==> config.mk <==
export PLATFORM = sky130hd
export DESIGN_NAME = hilo_muldiv
export DESIGN_NICKNAME = d
export VERILOG_FILES = /design/src/rtl/hilo_pkg.sv /design/src/rtl/hilo_iter_core.sv /design/src/rtl/hilo_muldiv.sv
export SDC_FILE = /design/constraint.sdc
export NUM_CORES = 1
export LEC_CHECK = 0
export ABC_AREA = 1
export CORE_AREA = 2 2 179 224
export DETAILED_ROUTE_END_ITERATION = 16
export DIE_AREA = 0 0 181 226
export GPL_TIMING_DRIVEN = 0
export PLACE_DENSITY = 0.66
export SETUP_SLACK_MARGIN = 0.15
export SKIP_CTS_REPAIR_TIMING = 1
export SYNTH_ARGS = -nofsm -noshare
export SYNTH_HDL_FRONTEND = slang
export SYNTH_SLANG_ARGS = --single-unit
==> constraint.sdc <==
create_clock -name clk -period 17.1 [get_ports clk]
set_clock_uncertainty 0.15 [all_clocks]
set_input_delay 5.13 -clock clk [delete_from_list [all_inputs] [get_ports clk]]
set_output_delay 5.13 -clock clk [all_outputs]
set_load 0.01 [all_outputs]
==> src/rtl/hilo_pkg.sv <==
// rtl/hilo_pkg.sv - shared encodings for the HI/LO multiply/divide unit
//
// Purpose: op codes, FSM state codes and the op field width used by
//          hilo_muldiv and hilo_iter_core.
// Ports:   none (package).
package hilo_pkg;

  localparam int OP_W = 3;

  typedef enum logic [OP_W-1:0] {
    OP_MULT  = 3'b000,
    OP_MULTU = 3'b001,
    OP_DIV   = 3'b010,
    OP_DIVU  = 3'b011,
    OP_MADD  = 3'b100,
    OP_MADDU = 3'b101,
    OP_MSUB  = 3'b110,
    OP_MSUBU = 3'b111
  } op_e;

  typedef enum logic [1:0] {
    ST_IDLE = 2'd0,
    ST_MUL  = 2'd1,
    ST_DIV  = 2'd2,
    ST_DONE = 2'd3
  } state_e;

endpackage

==> src/rtl/hilo_iter_core.sv <==
// rtl/hilo_iter_core.sv - one-bit-per-cycle shift/add multiplier and restoring divider
//
// Purpose: unsigned iterative datapath; the top level supplies magnitudes
//          and applies sign fix-up.
// Ports:
//   clk, reset      clock, asynchronous active-high reset
//   load            latch a_mag/b_mag/is_div and clear the iteration counter
//   step            perform one iteration this cycle
//   is_div          1 = restoring divide, 0 = shift/add multiply
//   a_mag, b_mag    multiplicand/dividend, multiplier/divisor magnitudes
//   res_valid       one-cycle pulse during the final iteration
//   res_hi, res_lo  result of the current iteration (product high/low, or
//                   remainder/quotient); valid when res_valid is high
module hilo_iter_core #(
  parameter int DW = 32
) (
  input  logic          clk,
  input  logic          reset,
  input  logic          load,
  input  logic          step,
  input  logic          is_div,
  input  logic [DW-1:0] a_mag,
  input  logic [DW-1:0] b_mag,
  output logic          res_valid,
  output logic [DW-1:0] res_hi,
  output logic [DW-1:0] res_lo
);

  localparam int CW = $clog2(DW);

  logic [DW-1:0] r_hi;
  logic [DW-1:0] r_lo;
  logic [DW-1:0] r_b;
  logic          mode_div;
  logic [CW-1:0] cnt;

  logic [DW:0]   sum;
  logic [DW:0]   shifted;
  logic [DW:0]   diff;
  logic [DW-1:0] nxt_hi;
  logic [DW-1:0] nxt_lo;

  // Multiply: {r_hi, r_lo} starts as {0, multiplier}; each step adds the
  // multiplicand into the high half when the low bit is set, then shifts
  // the whole pair right, keeping the carry.
  // Divide: r_hi is the partial remainder, r_lo shifts dividend bits out of
  // the top and quotient bits in at the bottom. A zero divisor naturally
  // yields an all-ones quotient and a remainder equal to the dividend.
  always_comb begin
    sum     = {1'b0, r_hi} + (r_lo[0] ? {1'b0, r_b} : '0);
    shifted = {r_hi, r_lo[DW-1]};
    diff    = shifted - {1'b0, r_b};
    nxt_hi  = r_hi;
    nxt_lo  = r_lo;
    if (mode_div) begin
      if (shifted >= {1'b0, r_b}) begin
        nxt_hi = diff[DW-1:0];
        nxt_lo = {r_lo[DW-2:0], 1'b1};
      end else begin
        nxt_hi = shifted[DW-1:0];
        nxt_lo = {r_lo[DW-2:0], 1'b0};
      end
    end else begin
      nxt_hi = sum[DW:1];
      nxt_lo = {sum[0], r_lo[DW-1:1]};
    end
  end

  assign res_valid = step && (cnt == CW'(DW - 1));
  assign res_hi    = nxt_hi;
  assign res_lo    = nxt_lo;

  always_ff @(posedge clk or posedge reset) begin
    if (reset) begin
      r_hi     <= '0;
      r_lo     <= '0;
      r_b      <= '0;
      mode_div <= 1'b0;
      cnt      <= '0;
    end else if (load) begin
      r_hi     <= '0;
      r_lo     <= a_mag;
      r_b      <= b_mag;
      mode_div <= is_div;
      cnt      <= '0;
    end else if (step) begin
      r_hi     <= nxt_hi;
      r_lo     <= nxt_lo;
      cnt      <= cnt + CW'(1);
    end
  end

endmodule

==> src/rtl/hilo_muldiv.sv <==
// rtl/hilo_muldiv.sv - HI/LO register pair with iterative multiply/divide engine
//
// Purpose: owns the IDLE/MUL/DIV/DONE FSM, operand sign handling, result
//          sign fix-up, optional multiply-accumulate and the HI/LO registers.
// Optional feature: define HILO_MUL_ACC_EN to enable MADD/MADDU/MSUB/MSUBU
//          (op 1xx); without it, a start with op[2] set is ignored.
// Ports:
//   clk, reset        clock, asynchronous active-high reset
//   start, op         issue request and operation code
//   src_a, src_b      multiplicand/dividend, multiplier/divisor
//   cancel            pipeline flush: abort in-flight operation
//   whi, wlo          MTHI/MTLO write enables
//   hi_i, lo_i        MTHI/MTLO data
//   busy              operation in progress
//   done              one-cycle pulse after HI/LO take the result
//   hi_o, lo_o        HI and LO registers
module hilo_muldiv
  import hilo_pkg::*;
#(
  parameter int DW = 32
) (
  input  logic            clk,
  input  logic            reset,
  input  logic            start,
  input  logic [OP_W-1:0] op,
  input  logic [DW-1:0]   src_a,
  input  logic [DW-1:0]   src_b,
  input  logic            cancel,
  input  logic            whi,
  input  logic            wlo,
  input  logic [DW-1:0]   hi_i,
  input  logic [DW-1:0]   lo_i,
  output logic            busy,
  output logic            done,
  output logic [DW-1:0]   hi_o,
  output logic [DW-1:0]   lo_o
);

  state_e state_q, state_d;

  logic          op_ok;
  logic          accept;
  logic          op_signed;
  logic          op_is_div;
  logic          a_neg;
  logic          b_neg;
  logic [DW-1:0] a_mag;
  logic [DW-1:0] b_mag;

  // Operation attributes captured at the accepting edge.
  logic neg_q;       // product / quotient sign
  logic rem_neg_q;   // remainder takes the dividend's sign
  logic div_zero_q;

  logic          core_valid;
  logic [DW-1:0] core_hi;
  logic [DW-1:0] core_lo;
  logic          complete;

  logic [2*DW-1:0] prod;
  logic [DW-1:0]   quo;
  logic [DW-1:0]   rem;
  logic [DW-1:0]   res_hi;
  logic [DW-1:0]   res_lo;

`ifdef HILO_MUL_ACC_EN
  logic acc_q;
  logic sub_q;
  logic [2*DW-1:0] acc_val;

  assign op_ok = 1'b1;
`else
  assign op_ok = ~op[2];
`endif

  assign op_signed = ~op[0];
  assign op_is_div = ~op[2] & op[1];
  assign a_neg     = op_signed & src_a[DW-1];
  assign b_neg     = op_signed & src_b[DW-1];
  assign a_mag     = a_neg ? -src_a : src_a;
  assign b_mag     = b_neg ? -src_b : src_b;

  assign busy     = (state_q == ST_MUL) || (state_q == ST_DIV);
  assign done     = (state_q == ST_DONE);
  assign accept   = start & ~cancel & op_ok &
                    ((state_q == ST_IDLE) || (state_q == ST_DONE));
  assign complete = core_valid & ~cancel;

  always_ff @(posedge clk or posedge reset) begin
    if (reset) state_q <= ST_IDLE;
    else       state_q <= state_d;
  end

  always_comb begin
    state_d = state_q;
    if (cancel) begin
      state_d = ST_IDLE;
    end else begin
      case (state_q)
        ST_IDLE, ST_DONE: begin
          if (accept)               state_d = op_is_div ? ST_DIV : ST_MUL;
          else if (state_q == ST_DONE) state_d = ST_IDLE;
        end
        ST_MUL, ST_DIV: begin
          if (core_valid) state_d = ST_DONE;
        end
        default: state_d = ST_IDLE;
      endcase
    end
  end

  always_ff @(posedge clk or posedge reset) begin
    if (reset) begin
      neg_q      <= 1'b0;
      rem_neg_q  <= 1'b0;
      div_zero_q <= 1'b0;
    end else if (accept) begin
      neg_q      <= a_neg ^ b_neg;
      rem_neg_q  <= a_neg;
      div_zero_q <= (src_b == '0);
    end
  end

`ifdef HILO_MUL_ACC_EN
  always_ff @(posedge clk or posedge reset) begin
    if (reset) begin
      acc_q <= 1'b0;
      sub_q <= 1'b0;
    end else if (accept) begin
      acc_q <= op[2];
      sub_q <= op[2] & op[1];
    end
  end
`endif

  hilo_iter_core #(.DW(DW)) u_core (
    .clk       (clk),
    .reset     (reset),
    .load      (accept),
    .step      (busy),
    .is_div    (op_is_div),
    .a_mag     (a_mag),
    .b_mag     (b_mag),
    .res_valid (core_valid),
    .res_hi    (core_hi),
    .res_lo    (core_lo)
  );

  // Sign fix-up. Most-negative / -1 needs no special case: the magnitude
  // quotient is 2^(DW-1), which reads back as the most-negative value.
  // For a zero divisor the core already returns |a| as remainder, and the
  // remainder sign fix restores the original dividend bits.
  always_comb begin
    prod = {core_hi, core_lo};
    if (neg_q) prod = -prod;
    quo = neg_q ? -core_lo : core_lo;
    rem = rem_neg_q ? -core_hi : core_hi;
    if (div_zero_q) quo = '1;
`ifdef HILO_MUL_ACC_EN
    // Base is the HI/LO value held at the completion edge, so MTHI/MTLO
    // issued while busy feed the accumulation.
    acc_val = sub_q ? ({hi_o, lo_o} - prod) : ({hi_o, lo_o} + prod);
    if (acc_q) prod = acc_val;
`endif
    if (state_q == ST_DIV) begin
      res_hi = rem;
      res_lo = quo;
    end else begin
      res_hi = prod[2*DW-1:DW];
      res_lo = prod[DW-1:0];
    end
  end

  // cancel freezes HI/LO for the edge; completion overrides MTHI/MTLO.
  always_ff @(posedge clk or posedge reset) begin
    if (reset) begin
      hi_o <= '0;
      lo_o <= '0;
    end else if (!cancel) begin
      if (complete) begin
        hi_o <= res_hi;
        lo_o <= res_lo;
      end else begin
        if (whi) hi_o <= hi_i;
        if (wlo) lo_o <= lo_i;
      end
    end
  end

endmodule

Word-level counts from Yosys, hierarchy flattened
Cells that the tools add are included.
W data, S select, Z words.

word-level totals
  flip-flop bits (word level) = 171
  word-level logic and storage cells = 79
  output and inout port bits = 66

operators by class
  reduce and logical (&&, ||, !) cells = 13
  mux-type cells = 29
  magnitude comparators = 1
  bitwise operators = 11
  equality and inequality tests = 6
  add/subtract/negate cells = 8

operators with widths
  cell                   number
  $mux W32               19
  $neg A32 Y32           4
  $mux W64               1
  $neg A64 Y64           1
  $add A32 B32 Y33       1
  $ge A33 B32 Y1         1
  $logic_not A32 Y1      1
  $sub A32 B32 Y32       1
  $mux W2                5
  $mux W5                2
  $and A1 B1 Y1          7
  $reduce_and A2 Y1      3
  $reduce_bool A2 Y1     3
  $add A5 B1 Y5 const B  1
  $eq A5 B5 Y1 const B   1
  $eq A2 B2 Y1 const B   2
  $ne A4 B4 Y1 const B   1
  $pmux W2 S2            1
  $reduce_or A2 Y1       2
  $ne A3 B3 Y1 const B   1
  $not A1 Y1             3
  $eq A2 B1 Y1 const B   1
  $logic_not A2 Y1       1
  $logic_or A1 B1 Y1     2
  other kinds (3)        3

Depth between registers and ports, before layout
Gate-level depths: netlist of the first run.

  depth in word-level cells = 8
  depth in mapped cells = 32

Hierarchy
Synthesis of the first run repeated with hierarchy kept, for this count alone.

unflattened totals
  cells, all modules = 2,995
  area, all modules = 17,724.5 um^2

modules (own cells, without submodules)
  module          times used  area each (um^2)  cells each
  hilo_iter_core  1           10,254.8          1,731
  hilo_muldiv     1           7,469.7           1,264

Worst setup path before layout of the first run
OpenSTA, ideal clock, no wires.

  kind = input-to-reg
  from = input port src_a[0]
  to = register u_core.r_lo[30]
  cell stages on the path = 19
  slack = 9.526 ns
  required time = 16.818 ns
  data arrival time = 7.293 ns
  buffers on the path = 0
  path through = inv_1 ha_1 inv_1 nor3_1 nand2_1 nor3_1 nand2_1 nor3_1 nand3_1 nor2_1 nand3_1 nor2_1 nand3_1 nor3_1 nor2_1 nor2_1 xor2_1 o21ai_0 o21ai_0

between the ends
  word-level cells in the longest chain between the ends = 3

RTL lines
  what                    line                  source
  start: declaration      hilo_muldiv.sv:26     input logic [DW-1:0] src_a,
  $neg A32 Y32            hilo_muldiv.sv:80     assign a_mag = a_neg ? -src_a : src_a;
  $mux W32                hilo_muldiv.sv:80
  $mux W32                hilo_iter_core.sv:80  end else if (load) begin
  end signal: assignment  hilo_iter_core.sv:82  r_lo <= a_mag;
  end signal: assignment  hilo_iter_core.sv:88  r_lo <= nxt_lo;
  end: declaration        hilo_iter_core.sv:32  logic [DW-1:0] r_lo;

Every way passes these cells.
A chain may end at the register's enable or synchronous reset.

Final worst setup path of the first run
  from = input port src_b[0]
  to = register div_zero_q

between the ends
  word-level cells in the longest chain between the ends = 1

RTL lines
  what                    line                source
  start: declaration      hilo_muldiv.sv:27   input logic [DW-1:0] src_b,
  $logic_not A32 Y1       hilo_muldiv.sv:120  div_zero_q <= (src_b == '0);
  end signal: assignment  hilo_muldiv.sv:120
  end: declaration        hilo_muldiv.sv:53   logic div_zero_q;

Every way passes these cells.

==> run summary, run 1 <==
===========================================================================================
Shortest clock period the worst path allows after layout .....................      8.48 ns
Critical path data arrival time ..............................................      8.60 ns
Clock latency on the worst-skew pair .........................................      0.47 ns
Count of mapped cells out of synthesis .......................................        2,803
Site Rows ....................................................................           81
Per-cell routed wire length ..................................................      20.4 um
Global-route wire length before repair .......................................   110,000 um
Required time of the worst setup path ........................................     17.22 ns
Worst slew margin relative to its limit ......................................        0.215
Pins over their slew limit ...................................................            0
Estimated wirelength of the detail-placed design .............................    60,200 um
Global router's overall resource usage .......................................        0.356
Initial core utilization .....................................................        0.443
Post-Syn Area ................................................................ 0.0172 sq mm
Initial antenna violation count ..............................................            0
Crit. End Element ............................................................     register
Worst slack on hold paths ....................................................     0.339 ns
Number of nets produced by synthesis .........................................        3,014
Clock tree from TritonCTS ....................................................         done
Via count ....................................................................       19,504
Setup TNS after final layout .................................................         0 ns
Drt pass-1 iters .............................................................            7
Routed WL ....................................................................    72,300 um
WL met2 ......................................................................    35,400 um
Proportion of layout cells with a drive suffix above 1 .......................       0.0586
Leakage dissipation ..........................................................      10.5 nW
Share of power burned in the clock network ...................................        0.225
Pin slew with the least headroom to its limit ................................      1.17 ns
Area taken by flip-flops and latches ......................................... 0.00428 sq mm
Type of element launching the critical path ..................................    input pin
CTS max path bufs ............................................................            2
Switching share of power .....................................................        0.473
Port-buffer cells ............................................................          201
Largest voltage drop on the vdd net ..........................................    0.0767 mV
Most frequent cells in the layout ............................................ 816 x nand2_1, 393 x inv_1, 250 x o21ai_0
Number of design-rule violations left by the first detailed-router iteration .        1,564
Max-cap violations ...........................................................            0
Number of top-level pins .....................................................          203
Proportion of power drawn by flip-flops and latches ..........................        0.266
Dpl ws .......................................................................      8.29 ns
Outcome ...................................................................... finished, final reports clean
Setup-violating endpoint count in the final report ...........................            0
Unique cell type count in the Yosys netlist ..................................           57
Post-route ant nets ..........................................................            0
Metal3 WL ....................................................................      3670 um
Type of the worst setup path ................................................. input pin to register
Post-Layout Inst Area ........................................................ 0.0206 sq mm
YS warnings ..................................................................            0
Setup slack after layout .....................................................      8.62 ns
Die height ...................................................................       226 um
CTS buffer count .............................................................           17
Number of sinks on the clock net .............................................          171
Final cell utilization of the core ...........................................        0.528
Synth async-reset ratio ......................................................         1.00
Number of H-tree levels ......................................................            4
Area of the multi-input gates ................................................ 0.0110 sq mm
Number of global-route vias before repair ....................................       19,257
Placeable core area .......................................................... 0.0389 sq mm
Floorplan die width ..........................................................       181 um
Switching pwr ................................................................   0.000914 W
Maximum frequency from static timing analysis ................................      118 MHz
Average footprint of a synthesized cell ......................................   6.15 sq um
Pin count of the biggest net entering global routing .........................          118
Cell area reported after detailed placement .................................. 0.0199 sq mm
Area added between synthesis and finish ......................................        19.2%
Count of fill cells added during filler insertion ............................        4,128
Uppermost layer routed .......................................................         met4
# diodes .....................................................................            0
Post-synth EDFFs .............................................................            0
Worst Path Max Fanout ........................................................            4
Number of remaining DRC errors ...............................................            0
Endpoints failing hold .......................................................            0
DIE AREA ..................................................................... 0.0409 sq mm
DR vias/cell .................................................................         5.52
Met1 WL ......................................................................    28,200 um
Post-synth top flop ..........................................................      dfrtp_1
Clock Pin Slew Worst Setup and Hold Paths ....................................      0.07 ns
PwrDens ...................................................................... 94.0 mW/mm^2
Most common library cell in the layout ignoring fill and taps ................      nand2_1
Final net count ..............................................................        3,235
Worst min-delay path class ................................................... register to register
Unrepaired setup endpoints after global routing ..............................           no
Final RePlAce weighted congestion ............................................         1.05
Cell at the root of the clock tree ...........................................    clkbuf_16
Gate power share .............................................................        0.509
Period Utilization, post-route ...............................................        0.496
Total gr overflow ............................................................            0
Portion of the post-synthesis area used by sequential elements ...............        0.248
Internal Dissipation .........................................................    0.00102 W
Synthesis-stage register bit count ...........................................          171
===========================================================================================
[kinds of logic after synthesis]
group / count (synthesis) / synth area share
buffers and inverters: 507 / 0.116
AOI/OAI and AO/OA: 508 / 0.167
and+or+nand+nor: 1458 / 0.372
adders and majority gates: 74 / 0.0546
xor gates and xnor gates: 85 / 0.0432
DFF: 171 / 0.248
[cells in the mapped netlist (6+ instances only)]
| master | count | area (sq um) |
|---|---|---|
| a21oi_1 | 109 | 546 |
| buf_2 | 10 | 50.1 |
| buf_6 | 6 | 67.6 |
| clkbuf_1 | 69 | 259 |
| dfrtp_1 | 171 | 4280 |
| ha_1 | 72 | 901 |
| inv_1 | 394 | 1480 |
| inv_2 | 14 | 52.6 |
| nand2_1 | 816 | 3060 |
| nand2_2 | 11 | 68.8 |
| nand3_1 | 207 | 1040 |
| nand3_2 | 26 | 260 |
| nand3b_1 | 12 | 90.1 |
| nand4_1 | 38 | 238 |
| nor2_1 | 244 | 916 |
| nor2_2 | 21 | 131 |
| nor3_1 | 35 | 175 |
| o211ai_1 | 28 | 210 |
| o21a_1 | 17 | 128 |
| o21ai_0 | 250 | 1250 |
| o21ai_1 | 28 | 140 |
| o21bai_1 | 7 | 52.6 |
| o221ai_1 | 23 | 201 |
| o22ai_1 | 18 | 113 |
| or2_2 | 23 | 144 |
| xnor2_1 | 14 | 123 |
| xor2_1 | 71 | 622 |
[through the flow]
stage,power (W),std cells
2_1_floorplan,0.00113,2803
3_3_place_gp,0.00147,3502
3_5_place_dp,0.00148,3503
4_1_cts,0.00192,3535
5_1_grt,0.00206,3535
6_report,0.00193,3535
[registers in the layout, indices dropped and copies added (netlist names)]
register / count
u_core.mode_div: 1
state_q: 2
u_core.r_b: 32
lo_o: 32
u_core.cnt: 5
neg_q: 1
div_zero_q: 1
u_core.r_lo: 32
rem_neg_q: 1
hi_o: 32
u_core.r_hi: 32
[routing by layer]
metal | up-vias | GRT usage
li1 | 9527 | -
met4 | 0 | 0.227
met5 | - | 0
met3 | 198 | 0.0508
met2 | 712 | 0.629
met1 | 9067 | 0.402
[critical path, stage by stage]
cell	delay [ns]
clkdlybuf4s50_1	0.40
inv_1	0.12
ha_1	0.16
inv_1	0.04
nor3_1	0.22
nand3_1	0.15
nor3_1	0.22
nand2_1	0.12
nor3_1	0.21
nand2_1	0.11
nor3_1	0.30
nand3_1	0.19
nor2_1	0.13
nand2_1	0.10
inv_1	0.09
nand3_1	0.12
o41ai_1	0.78
[power by group through the flow]
stage / Combinational, W / Sequential, W / Clock, W
6_report: 0.000984 / 0.000515 / 0.000435
5_1_grt: 0.00109 / 0.000519 / 0.000453
4_1_cts: 0.000967 / 0.000515 / 0.000438
3_5_place_dp: 0.000962 / 0.000522 / 0
3_3_place_gp: 0.000954 / 0.000520 / 0
2_1_floorplan: 0.000626 / 0.000508 / 0
[cell type report]
cell class / count / share of cell area
well taps: 498 / 0.0303
repair buffers: 202 / 0.0992
clock buffers: 18 / 0.0214
clock inverters: 14 / 0.00980
multi-input cells: 2125 / 0.534
flip-flops and latches: 171 / 0.208
plain buffers: 96 / 0.0220
inverters: 411 / 0.0754
[worst paths after layout]
path                                                  start                          end  slack [ns]  cells past startpoint
max in group asynchronous                             reset  u_core.r_hi[18]$_DFFE_PP0P_       10.85                      3
worst max register to register  u_core.r_hi[13]$_DFFE_PP0P_         hi_o[26]$_DFFE_PP0P_       11.73                     28
min in group asynchronous                             reset   u_core.r_lo[2]$_DFFE_PP0P_        4.91                      2
worst min register to register         hi_o[23]$_DFFE_PP0P_         hi_o[23]$_DFFE_PP0P_        0.34                      2
worst max-delay path                               src_b[0]       div_zero_q$_DFFE_PP0P_        8.62                     17
worst min-delay path                   hi_o[23]$_DFFE_PP0P_         hi_o[23]$_DFFE_PP0P_        0.34                      2
Power figures use the tool's default switching activity.
==> inputs of run 2 (changes only) <==
--- a/config.mk
+++ b/config.mk
@@ -10,7 +10,7 @@
 export DETAILED_ROUTE_END_ITERATION = 16
 export DIE_AREA = 0 0 181 226
 export GPL_TIMING_DRIVEN = 0
-export PLACE_DENSITY = 0.66
+export PLACE_DENSITY = 0.68
 export SETUP_SLACK_MARGIN = 0.15
 export SKIP_CTS_REPAIR_TIMING = 1
 export SYNTH_ARGS = -nofsm -noshare
==> constraint.sdc (replaced) <==
create_clock -name clk -period 7.4 [get_ports clk]
set_clock_uncertainty 0.15 [all_clocks]
set_input_delay 2.22 -clock clk [delete_from_list [all_inputs] [get_ports clk]]
set_output_delay 2.22 -clock clk [all_outputs]
set_load 0.01 [all_outputs]
==> run summary, run 2 (synthesis results as in run 1) <==
===========================================================================================
Worst Path Max Fanout ........................................................            4   unchanged
Endpoints failing hold .......................................................            0   unchanged
Outcome ...................................................................... finished, final reports clean
Type of the worst setup path ................................................. input pin to register
CTS max path bufs ............................................................            2   unchanged
Number of remaining DRC errors ...............................................            0   unchanged
Setup TNS after final layout .................................................         0 ns   unchanged
Reg2Reg Setup Slack ..........................................................      2.05 ns   -9.68 ns
Global router's overall resource usage .......................................        0.353   -0.00236
Leakage dissipation ..........................................................      10.4 nW   -0.12%
Number of design-rule violations left by the first detailed-router iteration .        1,746   +12%
Count of fill cells added during filler insertion ............................        4,118   -0.24%
Post-route ant nets ..........................................................            0   unchanged
Port-buffer cells ............................................................          201   unchanged
R2r worst-path depth .........................................................           31   +11%
Delay-heaviest family, CP .................................................... simple AND/OR/NAND/NOR gates
Setup-violating endpoint count in the final report ...........................            0   unchanged
Floorplan die width ..........................................................       181 um   unchanged
Shortest clock period the worst path allows after layout .....................      5.42 ns
Worst slack on hold paths ....................................................     0.338 ns   -0.00113 ns
Worst r2r src ................................................................ u_core.r_b[20]$_DFFE_PP0P_
Area taken by flip-flops and latches ......................................... 0.00428 sq mm   unchanged
Total gr overflow ............................................................            0   unchanged
Die height ...................................................................       226 um   unchanged
Pwr Total ....................................................................    0.00446 W   +130%
Unrepaired setup endpoints after global routing ..............................           no
Critical path data arrival time ..............................................      5.57 ns   -3.03 ns
Ordered list of cells on the worst path ...................................... clkdlybuf4s50_1 > inv_1 > ha_1 > inv_1 > nor3_1 > nand3_1 > nor3_1 > nand2_1 > nor3_1 > nand2_1 > nor3_1 > nand3_1 > nor2_1 > nand2_1 > inv_1 > nand3_1 > o41ai_1
Pin slew with the least headroom to its limit ................................      1.20 ns   +0.0316 ns
Most numerous cell on the critical path ......................................       nor3_1
Worst hold path cell count ...................................................            2   unchanged
Routed WL ....................................................................    72,000 um   -0.36%
Crit. End Element ............................................................     register
Pin count of the biggest net entering global routing .........................          121   +2.5%
Clock Pin Slew Worst Setup and Hold Paths ....................................      0.07 ns   about the same
Via count ....................................................................       19,555   +0.26%
Number of sinks on the clock net .............................................          171   unchanged
Worst min-delay path startpoint .............................................. hi_o[28]$_DFFE_PP0P_
Largest voltage drop on the vdd net ..........................................     0.185 mV   +140%
Most frequent cells in the layout ............................................ 816 x nand2_1, 393 x inv_1, 250 x o21ai_0
Critical path's slowest cell .................................................      o41ai_1
Worst slew margin relative to its limit ......................................        0.194   -0.0213
DR vias/cell .................................................................         5.53   +0.23%
Type of element launching the critical path ..................................    input pin
Crit path buffers/inverters ..................................................            4   unchanged
DIE AREA ..................................................................... 0.0409 sq mm   unchanged
Destination of the worst register-to-register timing path .................... hi_o[26]$_DFFE_PP0P_
Drt pass-1 iters .............................................................            7   unchanged
Final RePlAce weighted congestion ............................................        0.989   -5.7%
Most common library cell in the layout ignoring fill and taps ................      nand2_1
Number of H-tree levels ......................................................            4   unchanged
Estimated wirelength of the detail-placed design .............................    60,100 um   -0.15%
Initial core utilization .....................................................        0.443   unchanged
CTS buffer count .............................................................           17   unchanged
Clock latency on the worst-skew pair .........................................      0.48 ns   about the same
Proportion of layout cells with a drive suffix above 1 .......................       0.0586   unchanged
Number of top-level pins .....................................................          203   unchanged
Final cell utilization of the core ...........................................        0.528   about the same
Pins over their slew limit ...................................................            0   unchanged
Beginning of the critical path ...............................................     src_b[0]
Placeable core area .......................................................... 0.0389 sq mm   unchanged
Period Utilization, post-route ...............................................        0.732
Area of the multi-input gates ................................................ 0.0110 sq mm   unchanged
Cell at the root of the clock tree ...........................................    clkbuf_16
Final net count ..............................................................        3,235   unchanged
Number of global-route vias before repair ....................................       19,027   -1.2%
Delay of the slowest cell on the worst path ..................................      0.67 ns   -0.11 ns
Area added between synthesis and finish ......................................        19.1%   about the same
Max-cap violations ...........................................................            0   unchanged
Required time of the worst setup path ........................................      7.55 ns   -9.67 ns
Final Non-Filler Cells .......................................................        3,536   +0.028%
Global-route wire length before repair .......................................   109,000 um   -0.72%
Per-cell routed wire length ..................................................      20.4 um   -0.39%
Initial antenna violation count ..............................................            2   +2
Site Rows ....................................................................           81   unchanged
Worst min-delay path class ................................................... register to register
Number of placed instances, taps included ....................................        3,503   unchanged
PwrDens ......................................................................  217 mW/mm^2   +130%
Clock tree from TritonCTS ....................................................         done
End point of the most critical hold path ..................................... hi_o[28]$_DFFE_PP0P_
Maximum frequency from static timing analysis ................................      185 MHz
===========================================================================================
run 2: changes by cell type in the layout (fill, tap and decap cells not counted):
| cell | previous run | this run |
|---|---|---|
| clkinvlp_4 | 1 | 2 |
| clkinv_2 | 1 | 0 |
| bufinv_16 | 3 | 2 |
| clkbuf_8 | 1 | 0 |
| clkinv_8 | 2 | 3 |
| inv_8 | 3 | 4 |
| diode_2 | 0 | 1 |
run 2: worst max path at each step:
stage / end / depth (start not counted) / slack [ns]
CTS: div_zero_q$_DFFE_PP0P_ / 17 / 2.04
finish: div_zero_q$_DFFE_PP0P_ / 17 / 1.98
global route: div_zero_q$_DFFE_PP0P_ / 17 / 1.58
detailed placement: div_zero_q$_DFFE_PP0P_ / 17 / 1.58
floorplan: div_zero_q$_DFFE_PP0P_ / 1 / 0.40
global placement: hi_o[31]$_DFFE_PP0P_ / 2 / -2.13
run 2: routing by layer:
layer	vias to the layer above	GRT usage	routed length (um)	share of wire
met2	728	0.626	35700	0.50
met3	193	0.0397	3650	0.051
met5	-	0	0	0
met1	9094	0.405	27900	0.39
met4	0	0.227	4800	0.067
li1	9540	-	-	-
run 2: final cells by class:
class / count / share of cell area
diodes: 1 / 0.000122
plain buffers: 96 / 0.0220
clock buffers: 17 / 0.0207
clock inverters: 15 / 0.00980
inverters: 411 / 0.0755
multi-input cells: 2125 / 0.534
flip-flops and latches: 171 / 0.208
well taps: 498 / 0.0303
repair buffers: 202 / 0.0993
run 2: metrics by stage:
| step | worst slack (ns) | area [sq um] |
|---|---|---|
| after floorplan | 0.398 | 17200 |
| after global placement | -2.13 | 19900 |
| after detailed placement | 1.58 | 19900 |
| after global routing | 1.58 | 20500 |
| after CTS | 2.04 | 20500 |
| final | 1.98 | 20500 |
run 2: worst min-delay path, stage by stage (launching register included):
cell,delay [ns]
dfrtp_1,0.35
nand2_1,0.05
nand2_1,0.05
run 2: power by group:
group / switching [W] / internal, W / leakage (nW)
Combinational: 0.00155 / 0.000735 / 7.99
Sequential: 0.000121 / 0.00107 / 2.16
Clock: 0.000471 / 0.000517 / 0.300
==> inputs of run 3 (changes only) <==
--- a/config.mk
+++ b/config.mk
@@ -10,7 +10,7 @@
 export DETAILED_ROUTE_END_ITERATION = 16
 export DIE_AREA = 0 0 181 226
 export GPL_TIMING_DRIVEN = 0
-export PLACE_DENSITY = 0.68
+export PLACE_DENSITY = 0.66
 export SETUP_SLACK_MARGIN = 0.15
 export SKIP_CTS_REPAIR_TIMING = 1
 export SYNTH_ARGS = -nofsm -noshare
==> constraint.sdc (replaced) <==
create_clock -name clk -period 5 [get_ports clk]
set_clock_uncertainty 0.15 [all_clocks]
set_input_delay 1.5 -clock clk [delete_from_list [all_inputs] [get_ports clk]]
set_output_delay 1.5 -clock clk [all_outputs]
set_load 0.01 [all_outputs]
==> run summary, run 3 (synthesis results as in run 1) <==
===========================================================================================
Initial core utilization .....................................................        0.443   unchanged
Worst slew margin relative to its limit ......................................        0.216   +0.0228
Worst r2r src ................................................................ u_core.r_b[26]$_DFFE_PP0P_
Worst min-delay path startpoint .............................................. hi_o[2]$_DFFE_PP0P_
Global router's overall resource usage .......................................        0.356   +0.00249
Clock tree from TritonCTS ....................................................         done
Type of the worst setup path ................................................. register to register
Area added between synthesis and finish ......................................        20.8%
Per-cell routed wire length ..................................................      20.5 um   +0.72%
Worst Path Max Fanout ........................................................            6   +2
Floorplan die width ..........................................................       181 um   unchanged
DR vias/cell .................................................................         5.57   +0.63%
Count of fill cells added during filler insertion ............................        4,150   +0.78%
Setup TNS after final layout .................................................         0 ns   unchanged
Die height ...................................................................       226 um   unchanged
Period Utilization, post-route ...............................................        0.938
Most common library cell in the layout ignoring fill and taps ................      nand2_1
Required time of the worst setup path ........................................      5.21 ns   -2.34 ns
Max-cap violations ...........................................................            0   unchanged
Port-buffer cells ............................................................          201   unchanged
Outcome ...................................................................... finished, final reports clean
Number of sinks on the clock net .............................................          171   unchanged
Final Non-Filler Cells .......................................................        3,557   +0.59%
Proportion of layout cells with a drive suffix above 1 .......................       0.0732   +0.0146
Number of remaining DRC errors ...............................................            0   unchanged
Critical path's slowest cell .................................................      dfrtp_1
Setup slack after layout .....................................................     0.308 ns   -1.67 ns
Type of element launching the critical path ..................................     register
Placeable core area .......................................................... 0.0389 sq mm   unchanged
CTS max path bufs ............................................................            2   unchanged
Dpl ws .......................................................................    -0.207 ns   -1.79 ns
Maximum frequency from static timing analysis ................................      213 MHz
Routed WL ....................................................................    73,000 um   +1.3%
Clock latency on the worst-skew pair .........................................      0.48 ns   about the same
Pwr Total ....................................................................    0.00665 W   +49%
Site Rows ....................................................................           81   unchanged
Post-route ant nets ..........................................................            0   unchanged
Number of design-rule violations left by the first detailed-router iteration .        1,783   +2.1%
Final net count ..............................................................        3,257   +0.68%
Initial antenna violation count ..............................................            0   -2
Cell at the root of the clock tree ...........................................    clkbuf_16
Endpoints failing hold .......................................................            0   unchanged
Critical path data arrival time ..............................................      4.91 ns   -0.66 ns
Reg2Reg Setup Slack ..........................................................      0.31 ns   -1.74 ns
Estimated wirelength of the detail-placed design .............................    60,600 um   +0.91%
Pins over their slew limit ...................................................            0   unchanged
Crit. End Element ............................................................     register
End point of the most critical hold path ..................................... hi_o[2]$_DFFE_PP0P_
Destination of the worst register-to-register timing path .................... hi_o[28]$_DFFE_PP0P_
# diodes .....................................................................            0   -1
DIE AREA ..................................................................... 0.0409 sq mm   unchanged
PwrDens ......................................................................  319 mW/mm^2   +47%
Clock Pin Slew Worst Setup and Hold Paths ....................................      0.08 ns   about the same
Number of placed instances, taps included ....................................        3,506   +0.086%
Most frequent cells in the layout ............................................ 813 x nand2_1, 393 x inv_1, 249 x o21ai_0
R2r worst-path depth .........................................................           29   -6.5%
Unrepaired setup endpoints after global routing ..............................           no
Number of global-route vias before repair ....................................       19,624   +3.1%
Final RePlAce weighted congestion ............................................        0.990   +0.10%
Shortest clock period the worst path allows after layout .....................      4.69 ns
Worst hold path cell count ...................................................            2   unchanged
Drt pass-1 iters .............................................................            6   -1
Pin slew with the least headroom to its limit ................................      1.16 ns   -0.0338 ns
Global-route wire length before repair .......................................   110,000 um   +1.0%
Number of H-tree levels ......................................................            4   unchanged
CTS buffer count .............................................................           17   unchanged
Delay of the slowest cell on the worst path ..................................      0.46 ns   -0.21 ns
Area of the multi-input gates ................................................ 0.0111 sq mm   +1.1%
Beginning of the critical path ............................................... u_core.r_b[26]$_DFFE_PP0P_
Leakage dissipation ..........................................................      10.5 nW   +0.93%
Largest voltage drop on the vdd net ..........................................     0.268 mV   +45%
Area taken by flip-flops and latches ......................................... 0.00428 sq mm   about the same
Via count ....................................................................       19,796   +1.2%
Number of top-level pins .....................................................          203   unchanged
Pin count of the biggest net entering global routing .........................           44   -64%
Setup-violating endpoint count in the final report ...........................            0   unchanged
Total gr overflow ............................................................            0   unchanged
Most numerous cell on the critical path ......................................      nand2_1
Worst min-delay path class ................................................... register to register
===========================================================================================
-- run 3: worst max path at each step --
stage                     slack [ns]                     endpoint
after floorplan                 1.06  u_core.r_lo[30]$_DFFE_PP0P_
final                           0.31         hi_o[28]$_DFFE_PP0P_
after global placement         -0.42   u_core.r_b[24]$_DFFE_PP0P_
after CTS                      -0.23         hi_o[26]$_DFFE_PP0P_
after detailed placement       -0.21         hi_o[26]$_DFFE_PP0P_
after global routing            0.14         hi_o[28]$_DFFE_PP0P_
-- run 3: cell type report --
class,count,area share
Clock inverter,15,0.00853
Clock buffer,17,0.0204
Multi-Input combinational cell,2125,0.532
Buffer,96,0.0218
Sequential cell,171,0.206
Timing Repair Buffer,224,0.107
Tap cell,498,0.0299
Inverter,411,0.0742
-- run 3: layer usage --
layer,routed length [um],vias up,track usage
met4,5320,0,0.240
met3,3490,191,0.0376
li1,-,9548,-
met5,0,-,0
met1,28200,9323,0.401
met2,36000,734,0.636
-- run 3: report_power, final --
group / total (W) / internal [W] / leakage, nW / switching [W]
registers: 0.00176 / 0.00158 / 2.16 / 0.000180
clock network: 0.00141 / 0.000715 / 0.289 / 0.000696
logic: 0.00348 / 0.00114 / 8.10 / 0.00235
total: 0.00665 / 0.00343 / 10.5 / 0.00322
-- run 3: per-stage QoR --
step	instance area [sq um]	hold slack, ns	util
global placement	19900	0.316	0.511
detailed placement	20000	0.315	0.513
finish	20800	0.337	0.535
CTS	20600	0.335	0.529
floorplan	17300	0.296	-
global route	20800	0.374	0.535
-- run 3: worst max-delay path: cells and delay by family (launching register included) --
kind                     cells  cell delay [ns]
AND/OR/NAND/NOR             24             3.13
AO/OA/AOI/OAI                1             0.12
buffers and inverters        2             0.14
flip-flops                   1             0.46
adder cells (fa/ha/maj)      2             0.55
